===== src/rtl/prog_scheduler.sv =====
// ---------------------------------------------------------------------------
// prog_scheduler
//
// Round-robin program scheduler. Keeps a bitmask of runnable programs, picks
// the running program and hands the CPU over through a request/acknowledge
// handshake with the context-save logic.
//
// Optional feature macro: SCHED_QUANTUM_EN
//   defined   -> a quantum counter preempts the running program after QUANTUM
//                RUN cycles.
//   undefined -> no counter is built; scheduling is cooperative (halt/yield).
//
// Handshake: switch_req/next_index are raised by the scheduler and held
// stable until switch_ack is sampled high at a rising edge while in SWITCH;
// on that edge the transfer completes and switch_req drops. switch_ack seen
// in any other state is ignored.
//
// Ports:
//   clock       in   system clock, rising edge
//   reset_n     in   asynchronous active-low reset
//   set_prog    in   mark set_index runnable
//   set_index   in   program to mark runnable (>= NUM_PROGS ignored)
//   halt        in   current program finished; drop it from scheduling
//   yield       in   current program gives up the CPU
//   switch_ack  in   CPU has saved the old context and loaded next_index
//   progIndex   out  current program index
//   running     out  high while in RUN
//   switch_req  out  context switch requested
//   next_index  out  program to switch to (valid while switch_req is high)
//   runnable    out  runnable bitmask
//   state_dbg   out  FSM state (0 IDLE, 1 RUN, 2 SWITCH) for observation
// ---------------------------------------------------------------------------
module prog_scheduler #(
    parameter int NUM_PROGS = 10,
    parameter int IDX_W     = 4,
    parameter int QUANTUM   = 64,
    parameter int QW        = 8
) (
    input  logic                 clock,
    input  logic                 reset_n,
    input  logic                 set_prog,
    input  logic [IDX_W-1:0]     set_index,
    input  logic                 halt,
    input  logic                 yield,
    input  logic                 switch_ack,
    output logic [IDX_W-1:0]     progIndex,
    output logic                 running,
    output logic                 switch_req,
    output logic [IDX_W-1:0]     next_index,
    output logic [NUM_PROGS-1:0] runnable,
    output logic [1:0]           state_dbg
);

    typedef enum logic [1:0] {
        ST_IDLE   = 2'd0,
        ST_RUN    = 2'd1,
        ST_SWITCH = 2'd2
    } state_t;

    // Elaboration-time parameter sanity checks.
    if (NUM_PROGS < 2 || NUM_PROGS > 16 || (1 << IDX_W) < NUM_PROGS) begin : g_bad_progs
        $error("prog_scheduler: NUM_PROGS/IDX_W out of range");
    end
    if (QUANTUM < 2 || QW < 1 || (QUANTUM - 1) >= (1 << QW)) begin : g_bad_quantum
        $error("prog_scheduler: QUANTUM/QW out of range");
    end

    state_t               state_q;
    logic [IDX_W-1:0]     prog_q;
    logic [IDX_W-1:0]     next_q;
    logic                 switch_req_q;
    logic                 running_q;
    logic [NUM_PROGS-1:0] runnable_q;
    logic [NUM_PROGS-1:0] runnable_d;
    logic                 expire;

    // -----------------------------------------------------------------------
    // Selection: walk the registered mask from prog_q+1 upward with wrap.
    // sel_run skips prog_q itself; sel_idle accepts prog_q as the final
    // candidate so a lone program can be re-selected after going idle.
    // -----------------------------------------------------------------------
    logic [IDX_W-1:0] sel_run;
    logic [IDX_W-1:0] sel_idle;
    logic             found_run;
    logic             found_idle;

    always_comb begin
        int   cand;
        logic cand_bit;
        sel_run    = prog_q;
        sel_idle   = prog_q;
        found_run  = 1'b0;
        found_idle = 1'b0;
        cand       = 0;
        cand_bit   = 1'b0;
        for (int i = 1; i <= NUM_PROGS; i++) begin
            cand = int'(prog_q) + i;
            if (cand >= NUM_PROGS) cand = cand - NUM_PROGS;
            cand_bit = 1'b0;
            for (int j = 0; j < NUM_PROGS; j++) begin
                if (cand == j) cand_bit = runnable_q[j];
            end
            if (cand_bit && !found_idle) begin
                found_idle = 1'b1;
                sel_idle   = IDX_W'(cand);
            end
            if (cand_bit && !found_run && i < NUM_PROGS) begin
                found_run = 1'b1;
                sel_run   = IDX_W'(cand);
            end
        end
    end

    // -----------------------------------------------------------------------
    // Quantum counter (optional).
    // -----------------------------------------------------------------------
`ifdef SCHED_QUANTUM_EN
    logic [QW-1:0] counter_q;
    logic [QW-1:0] counter_d;

    assign expire = (state_q == ST_RUN) && (counter_q == '0);

    // Reload whenever not running or on any trigger: leaving RUN needs a fresh
    // value on re-entry, and staying in RUN after yield/expiry restarts the
    // slice. Otherwise count down once per RUN cycle.
    always_comb begin
        counter_d = QW'(QUANTUM - 1);
        if (state_q == ST_RUN && !(halt || yield || expire)) begin
            counter_d = counter_q - 1'b1;
        end
    end

    always_ff @(posedge clock or negedge reset_n) begin
        if (!reset_n) counter_q <= QW'(QUANTUM - 1);
        else          counter_q <= counter_d;
    end
`else
    assign expire = 1'b0;
`endif

    // -----------------------------------------------------------------------
    // Runnable mask. The halt clear is applied first so a simultaneous
    // set_prog of the same index leaves the bit set.
    // -----------------------------------------------------------------------
    always_comb begin
        runnable_d = runnable_q;
        if (state_q == ST_RUN && halt) begin
            for (int j = 0; j < NUM_PROGS; j++) begin
                if (prog_q == IDX_W'(j)) runnable_d[j] = 1'b0;
            end
        end
        if (set_prog) begin
            for (int j = 0; j < NUM_PROGS; j++) begin
                if (set_index == IDX_W'(j)) runnable_d[j] = 1'b1;
            end
        end
    end

    always_ff @(posedge clock or negedge reset_n) begin
        if (!reset_n) runnable_q <= '0;
        else          runnable_q <= runnable_d;
    end

    // -----------------------------------------------------------------------
    // Scheduler FSM with registered outputs.
    // -----------------------------------------------------------------------
    always_ff @(posedge clock or negedge reset_n) begin
        if (!reset_n) begin
            state_q      <= ST_IDLE;
            prog_q       <= '0;
            next_q       <= '0;
            switch_req_q <= 1'b0;
            running_q    <= 1'b0;
        end else begin
            case (state_q)
                ST_IDLE: begin
                    if (|runnable_q) begin
                        state_q      <= ST_SWITCH;
                        switch_req_q <= 1'b1;
                        next_q       <= sel_idle;
                    end
                end
                ST_RUN: begin
                    // halt has priority over yield and expiry.
                    if (halt) begin
                        running_q <= 1'b0;
                        if (found_run) begin
                            state_q      <= ST_SWITCH;
                            switch_req_q <= 1'b1;
                            next_q       <= sel_run;
                        end else begin
                            state_q <= ST_IDLE;
                        end
                    end else if ((yield || expire) && found_run) begin
                        state_q      <= ST_SWITCH;
                        running_q    <= 1'b0;
                        switch_req_q <= 1'b1;
                        next_q       <= sel_run;
                    end
                end
                ST_SWITCH: begin
                    if (switch_ack) begin
                        state_q      <= ST_RUN;
                        prog_q       <= next_q;
                        switch_req_q <= 1'b0;
                        running_q    <= 1'b1;
                    end
                end
                default: begin
                    state_q      <= ST_IDLE;
                    switch_req_q <= 1'b0;
                    running_q    <= 1'b0;
                end
            endcase
        end
    end

    assign progIndex  = prog_q;
    assign running    = running_q;
    assign switch_req = switch_req_q;
    assign next_index = next_q;
    assign runnable   = runnable_q;
    assign state_dbg  = state_q;

endmodule


===== config.mk =====
export PLATFORM = sky130hd
export DESIGN_NAME = prog_scheduler
export DESIGN_NICKNAME = d
export VERILOG_FILES = /design/src/rtl/prog_scheduler.sv
export SDC_FILE = /design/constraint.sdc
export NUM_CORES = 1
export LEC_CHECK = 0
export BUFFER_PORTS_ARGS = -buffer_cell sky130_fd_sc_hd__buf_2
export CORE_UTILIZATION = 45
export CTS_CLUSTER_SIZE = 40
export DETAILED_ROUTE_END_ITERATION = 6
export HOLD_SLACK_MARGIN = 0.15
export SKIP_CTS_REPAIR_TIMING = 1
export SYNTH_ARGS = -nofsm -noshare
export SYNTH_HDL_FRONTEND = slang
export SYNTH_SLANG_ARGS = --single-unit
export TNS_END_PERCENT = 100

===== constraint.sdc =====
create_clock -name clock -period 15.4 [get_ports clock]
set_input_delay 3.08 -clock clock [delete_from_list [all_inputs] [get_ports clock]]
set_output_delay 3.08 -clock clock [all_outputs]
set_load 0.01 [all_outputs]

==> results of run 1 <==
## per-stage QoR
| stage | worst slack (ps) | hold slack [ps] |
|---|---|---|
| final | 9500 | 520 |
| after global routing | 8990 | 586 |
| after CTS | 9600 | 527 |
| after detailed placement | 9640 | 509 |
| after global placement | 9710 | 499 |
| after floorplan | 10150 | 535 |
## worst register-to-register path, cell delays in order (launching register included)
cell and delay [ps]:
dfrtp_2 350, buf_4 550, inv_1 150, buf_4 260, ha_1 470, xnor2_1 640, inv_1 220, ha_1 410
o311a_1 370, o22ai_1 300, nand2_1 80, o2111a_1 290, nor4_4 430, nand2_2 140, or4_1 620, o22a_1 260
mux2i_1 130, a41oi_1 60
## cell type report
class                   count  area (um^2)  share of cell area (%)
multi-input cells         605         4100                    78.6
flip-flops and latches     22          552                    10.6
repair buffers             41          230                    4.41
well taps                 136          170                    3.26
inverters                  25         93.8                    1.80
clock buffers               3         41.3                   0.791
clock inverters             1         30.0                   0.575
## cell families after synthesis
group | synth area share, %
mux | 5.37
buf+inv | 6.28
fa+ha+maj | 6.70
compound gates | 39.3
flops | 11.1
xor+xnor | 2.80
simple gates | 28.5
## worst paths after layout
kind | from | to | slack, ps | cells after the start
max | progIndex[0] | next_index[2] | 9500 | 17
min | running | running | 520 | 2
max reg2reg | progIndex[0] | next_index[2] | 9500 | 17
min reg2reg | running | running | 520 | 2
max in group asynchronous | reset_n | progIndex[0] | 12270 | 1
min in group asynchronous | reset_n | progIndex[3] | 2770 | 1
## cells in the final DEF, fill, tap and decap left out, drive strengths merged, types with 10 or more instances in the layout
master	count
o21ai	52
o31ai	10
mux2i	15
and3	10
xnor2	12
nor3	14
nand2	68
nor2b	13
o211ai	13
dfrtp	22
mux2	10
nor2	63
buf	41
inv	25
a21oi	46
nand2b	17
a21o	13
ha	25
nand3	26
a22oi	10
a31oi	11
## registers in the layout (all words and copies together) (netlist names)
register and cells:
switch_req 1, running 1, progIndex 4, next_index 4
state_dbg 2, runnable 10
## layer usage
metal | track usage, % | routed length, um | vias up
met1 | 46.1 | 8020 | 2775
met4 | 11.5 | 658 | 0
met2 | 52.3 | 8390 | 370
li1 | - | - | 2696
met5 | 0 | 0 | -
met3 | 3.22 | 1900 | 50
==> results.toml, run 1 <==
[logic_synthesis]
yosysWarnings = 0
synth.most_common_cell = "nand2_1"
synth.top_cells.by_count = "67 x nand2_1, 63 x nor2_1, 51 x o21ai_0"
synth_edf_count = 0
async_flop_share_pct = 100
ys_seq_elements = 22
syn-num-nets = 737
synth_top_area_share_pct = 11.1
synth.largest_area_cell = "dfrtp_1"
synth_area_leaders = "dfrtp_1 11%, ha_1 6.3%, o21ai_0 5.1%"
synth_area_per_cell_um2 = 7.08
synthFlopType = "dfrtp_1"
ys_seq_area_share_pct = 11.1
syn_inst = 701
netlist_area_mm2 = 0.00496
ys_types = 92

[routing]
drc = 0
wl_per_cell_um = 22.8
vias = 5891
dr.pass1.iters = 5
antenna_left = 0
via_per_inst = 7.07
routed_wl_mm = 19.0
drtIter0Drc = 773

[setup_path]
cp_num_buf_inv = 4
cp.required_ps = 15500
critPathCaptureType = "flip-flop"
path_max_fanout = 68
critical-path-slowest-cell = "xnor2_1"
cp_top_family = "compound AO/OA/AOI/OAI gates"
path_cells = "buf_4 -> inv_1 -> buf_4 -> ha_1 -> xnor2_1 -> inv_1 -> ha_1 -> o311a_1 -> o22ai_1 -> nand2_1 -> o2111a_1 -> nor4_4 -> nand2_2 -> or4_1 -> o22a_1 -> mux2i_1 -> a41oi_1"
cp.arrival_ps = 5990
critPathKind = "reg2reg"
slowest_delay_ps = 640
start_kind = "flip-flop"

[cts]
clock_latency_ps = 260
htree_levels = 1
cts_inserted_buffers = 3
root_buffer = "clkbuf_8"
cts_tree = "yes"
clock_path_buffers = 2
clock-sinks = 22
clkSlewWorstSetupHoldPaths_ps = 80

[floorplanning]
die_w_um = 107
die_y_um = 107
start_util_pct = 47.2
die-area_mm2 = 0.0115
ios = 32
rows = 37
design.core.area_mm2 = 0.0105

[timing]
post-route-period-util_pct = 38.3
max_freq_ghz = 0.170
slew_viol_final = 0
relSlewSlack_pct = 42.4
final-setup-viol-count = 0
tightestPinTransition_ps = 860
finClkSkew_ps = 3.68
fin_setup_tns_ps = 0
post-route-min-period_ps = 5900
rsz0062_at_grt = "no"
finalHoldViolCount = 0

[global_route]
grt_max_degree = 69
grt_pass1_wl_mm = 29.6
antenna_found_initial = 0
grt_util_all_layers_pct = 32.9
grt_pass1_vias = 5388
grt_overflow_total = 0

[min_path]
hp-class = "reg2reg"

[placed_design]
place_inst = 829
gp_congestion = 0.957
dpl.hpwl_mm = 13.7
dpl-instance-area_mm2 = 0.00515
port_buffers = 31

[outcome]
outcome = "completed"

[finish]
layout.nets = 734
utilization_pct = 49.7
final_area_mm2 = 0.00522
n_fill_cell = 1069
antenna_cells = 0
drive_above_1_share_pct = 11.8
final_cells = 833
area_growth_pct = 5.14

[job]
drv_cap = 0
Power of run 1 is left out: the tool's default activity adds up to more than one toggle a clock period on the data nets, which glitch-free logic cannot reach.
==> run 2, diff against run 1 <==
==> constraint.sdc (replaced) <==
create_clock -name clock -period 5 [get_ports clock]
set_input_delay 1 -clock clock [delete_from_list [all_inputs] [get_ports clock]]
set_output_delay 1 -clock clock [all_outputs]
set_load 0.01 [all_outputs]
==> results.toml, run 2 (synthesis gave the netlist of run 1 again) <==
[routing]
drtIter0Drc = 673
vias = 5995
via_per_inst = 6.98
antenna_left = 0
drc = 5
routed_wl_mm = 19.4
wl_per_cell_um = 22.6
dr.pass1.iters = 7

[setup_path]
cp_num_buf_inv = 3
slowest_delay_ps = 610
cp.arrival_ps = 4730
path_cells = "buf_4 -> ha_1 -> xor2_1 -> buf_4 -> inv_1 -> ha_1 -> a21bo_2 -> o21ai_0 -> nand3_1 -> o221ai_1 -> a211o_1 -> a22oi_2 -> nor4_4 -> nand2_2 -> or4_1 -> o22a_1 -> mux2i_1 -> a41oi_1"
critPathKind = "reg2reg"
critical-path-slowest-cell = "or4_1"
path_max_fanout = 17
cp.required_ps = 5140
start_kind = "flip-flop"
critPathCaptureType = "flip-flop"
cp_top_family = "simple AND/OR/NAND/NOR gates"

[finish]
antenna_cells = 0
final_common_cell = "nand2_1"
largest_register_ffs = 10
layout.nets = 760
area_growth_pct = 9.27
drive_above_1_share_pct = 15.2
final_cell_mix = "67 x nand2_1, 63 x nor2_1, 51 x o21ai_0"

[cts]
clock_latency_ps = 270
cts_inserted_buffers = 3
cts_tree = "yes"
clkSlewWorstSetupHoldPaths_ps = 90
clock-sinks = 22
clock_path_buffers = 2
htree_levels = 1
root_buffer = "clkbuf_8"

[floorplanning]
rows = 37
die_w_um = 107
start_util_pct = 47.2
ios = 32
die_y_um = 107
design.core.area_mm2 = 0.0105
die-area_mm2 = 0.0115

[outcome]
violations = "design-rule violations"
outcome = "finished, violations left"

[global_route]
grt_overflow_total = 0
grt_max_degree = 34
grt_util_all_layers_pct = 34.1
grt_pass1_vias = 5505
antenna_found_initial = 0
grt_pass1_wl_mm = 30.4

[placed_design]
port_buffers = 31
dpl.hpwl_mm = 14.5
gp_congestion = 0.968

[timing]
post-route-period-util_pct = 91.8
finClkSkew_ps = 3.99
slew_viol_final = 0
fin_setup_tns_ps = 0
max_freq_ghz = 0.218
tightestPinTransition_ps = 867
rsz0062_at_grt = "no"
relSlewSlack_pct = 41.6
final-setup-viol-count = 0
finalHoldViolCount = 0
post-route-min-period_ps = 4590
hold_ws_ps = 531

[min_path]
hp-class = "reg2reg"

[job]
drv_cap = 0
## run 2: cell count changes in the layout (fill, tap and decap cells not counted), sizes merged
cell / previous run / this run
buf: 41 / 67
## run 2: final cells by class
type                            count  area (um^2)
Clock buffer                        3         41.3
Clock inverter                      1         30.0
Fill cell                        1063         5080
Inverter                           25         93.8
Multi-Input combinational cell    605         4110
Sequential cell                    22          552
Tap cell                          136          170
Timing Repair Buffer               67          425
## run 2: metrics by stage
step                instance area [um^2]  std cells  setup slack (ps)  utilization [%]
CTS                                 5420        859               379             51.6
floorplan                           4980        701              28.2                -
finish                              5430        859               410             51.6
detailed placement                  5350        855               395             50.9
global placement                    5350        855               554             50.9
global route                        5430        859              88.4             51.6
## run 2: final timing paths
check,start,end,slack (ps),cells after the start
setup / recovery,progIndex[1],next_index[2],410,18
hold / removal,running,running,530,2
setup reg to reg,progIndex[1],next_index[2],410,18
hold reg to reg,running,running,530,2
max in group asynchronous,reset_n,progIndex[0],3940,1
min in group asynchronous,reset_n,next_index[3],690,1
## run 2: worst register-to-register path, cell delays in order, from the launching register on
cell	delay, ps
dfrtp_1	380
buf_4	200
ha_1	320
xor2_1	220
buf_4	200
inv_1	160
ha_1	320
a21bo_2	270
o21ai_0	170
nand3_1	100
o221ai_1	190
a211o_1	200
a22oi_2	90
nor4_4	390
nand2_2	150
or4_1	610
o22a_1	250
mux2i_1	160
a41oi_1	70
## run 2: metal layers
| layer | up-vias | global-route usage (%) | part of all wire, % |
|---|---|---|---|
| li1 | 2755 | - | - |
| met1 | 2812 | 45.8 | 42 |
| met2 | 350 | 52.0 | 43 |
| met3 | 78 | 4.68 | 8.9 |
| met4 | 0 | 19.7 | 6.1 |
| met5 | - | 0 | 0 |
Power of run 2 is left out for the same reason.
==> run 3, diff against run 2 <==
--- a/config.mk
+++ b/config.mk
@@ -10,6 +10,7 @@
 export CTS_CLUSTER_SIZE = 40
 export DETAILED_ROUTE_END_ITERATION = 6
 export HOLD_SLACK_MARGIN = 0.15
+export RECOVER_POWER = 100
 export SKIP_CTS_REPAIR_TIMING = 1
 export SYNTH_ARGS = -nofsm -noshare
 export SYNTH_HDL_FRONTEND = slang
==> results.toml, run 3 (synthesis gave the netlist of run 1 again) <==
[outcome]
outcome = "completed"

[routing]
drtIter0Drc = 682
vias = 5974
drc = 0
routed_wl_mm = 19.4
dr.pass1.iters = 5
antenna_left = 0
via_per_inst = 6.95
wl_per_cell_um = 22.6

[finish]
antenna_cells = 0
largest_register_ffs = 10
area_growth_pct = 8.59
layout.nets = 760
final_common_cell = "nand2_1"
drive_above_1_share_pct = 12.2
final_cell_mix = "67 x nand2_1, 63 x nor2_1, 51 x o21ai_0"

[floorplanning]
die-area_mm2 = 0.0115
ios = 32
start_util_pct = 47.2
rows = 37
die_w_um = 107
design.core.area_mm2 = 0.0105
die_y_um = 107

[setup_path]
cp_top_family = "simple AND/OR/NAND/NOR gates"
start_kind = "flip-flop"
slowest_delay_ps = 600
path_cells = "inv_1 -> ha_1 -> xnor2_2 -> inv_1 -> ha_1 -> o311a_1 -> o22ai_1 -> nand2_1 -> o2111a_1 -> nor4_4 -> nand2_2 -> or4_1 -> nand3_1 -> xnor2_1 -> mux2_4"
critical-path-slowest-cell = "or4_1"
critPathCaptureType = "flip-flop"
cp.arrival_ps = 4770
path_max_fanout = 10
cp.required_ps = 5160
critPathKind = "reg2reg"
cp_num_buf_inv = 2

[global_route]
grt_max_degree = 34
grt_pass1_vias = 5505
grt_pass1_wl_mm = 30.4
grt_util_all_layers_pct = 34.1
antenna_found_initial = 0
grt_overflow_total = 0

[timing]
post-route-min-period_ps = 4610
post-route-period-util_pct = 92.2
fin_setup_tns_ps = 0
finalHoldViolCount = 0
finClkSkew_ps = 5.12
max_freq_ghz = 0.217
slew_viol_final = 0
final-setup-viol-count = 0
relSlewSlack_pct = 18.2
tightestPinTransition_ps = 1230
rsz0062_at_grt = "no"

[cts]
clkSlewWorstSetupHoldPaths_ps = 90
clock-sinks = 22
clock_path_buffers = 2
cts_inserted_buffers = 3
root_buffer = "clkbuf_8"
cts_tree = "yes"
clock_latency_ps = 270
htree_levels = 1

[placed_design]
port_buffers = 31
dpl.hpwl_mm = 14.5
gp_congestion = 0.968

[job]
drv_cap = 0

[min_path]
hp-class = "reg2reg"
==> run 3: changes by cell type in the layout (fill, tap and decap cells not counted), sizes merged <==
| cell | delta |
|---|---|
| buf | -20 |
| clkbuf | +20 |
==> run 3: final cells by class <==
cell class / instances / area (um^2)
flip-flops and latches: 22 / 551
multi-input cells: 605 / 4110
repair buffers: 67 / 398
clock buffers: 3 / 41.3
well taps: 136 / 170
clock inverters: 1 / 30.0
fillers: 1069 / 5120
inverters: 25 / 93.8
==> run 3: path summary, 6_finish.rpt <==
kind	from	endpoint	slack (ps)	cells after the start
worst max-delay path	progIndex[0]	next_index[0]	390	15
min in group asynchronous	reset_n	next_index[3]	960	1
worst min-delay path	running	running	540	2
max in group asynchronous	reset_n	runnable[7]	3310	1
worst min register to register	running	running	540	2
worst max register to register	progIndex[0]	next_index[0]	390	15
==> run 3: metal layers <==
layer / vias up / GRT usage (%) / routed length (um)
li1: 2740 / - / -
met5: - / 0 / 0
met1: 2810 / 45.8 / 8100
met3: 74 / 4.68 / 1840
met4: 0 / 19.7 / 1230
met2: 350 / 52.0 / 8230
==> run 3: tightest hold or removal path, delay by kind of cell, from the launching register on <==
family           cells  cell delay, ps
AO/OA/AOI/OAI        1              70
flip-flops           1             380
AND/OR/NAND/NOR      1              50
==> run 3: metrics by stage <==
step	instance area, um^2	cells	hold slack, ps	setup WS, ps	utilization (%)
after floorplan	4980	701	535	28.2	-
after detailed placement	5350	855	516	395	50.9
final	5390	859	536	391	51.3
after global placement	5350	855	494	554	50.9
after CTS	5420	859	536	379	51.6
after global routing	5390	859	562	103	51.3
Power of run 3 is left out for the same reason.
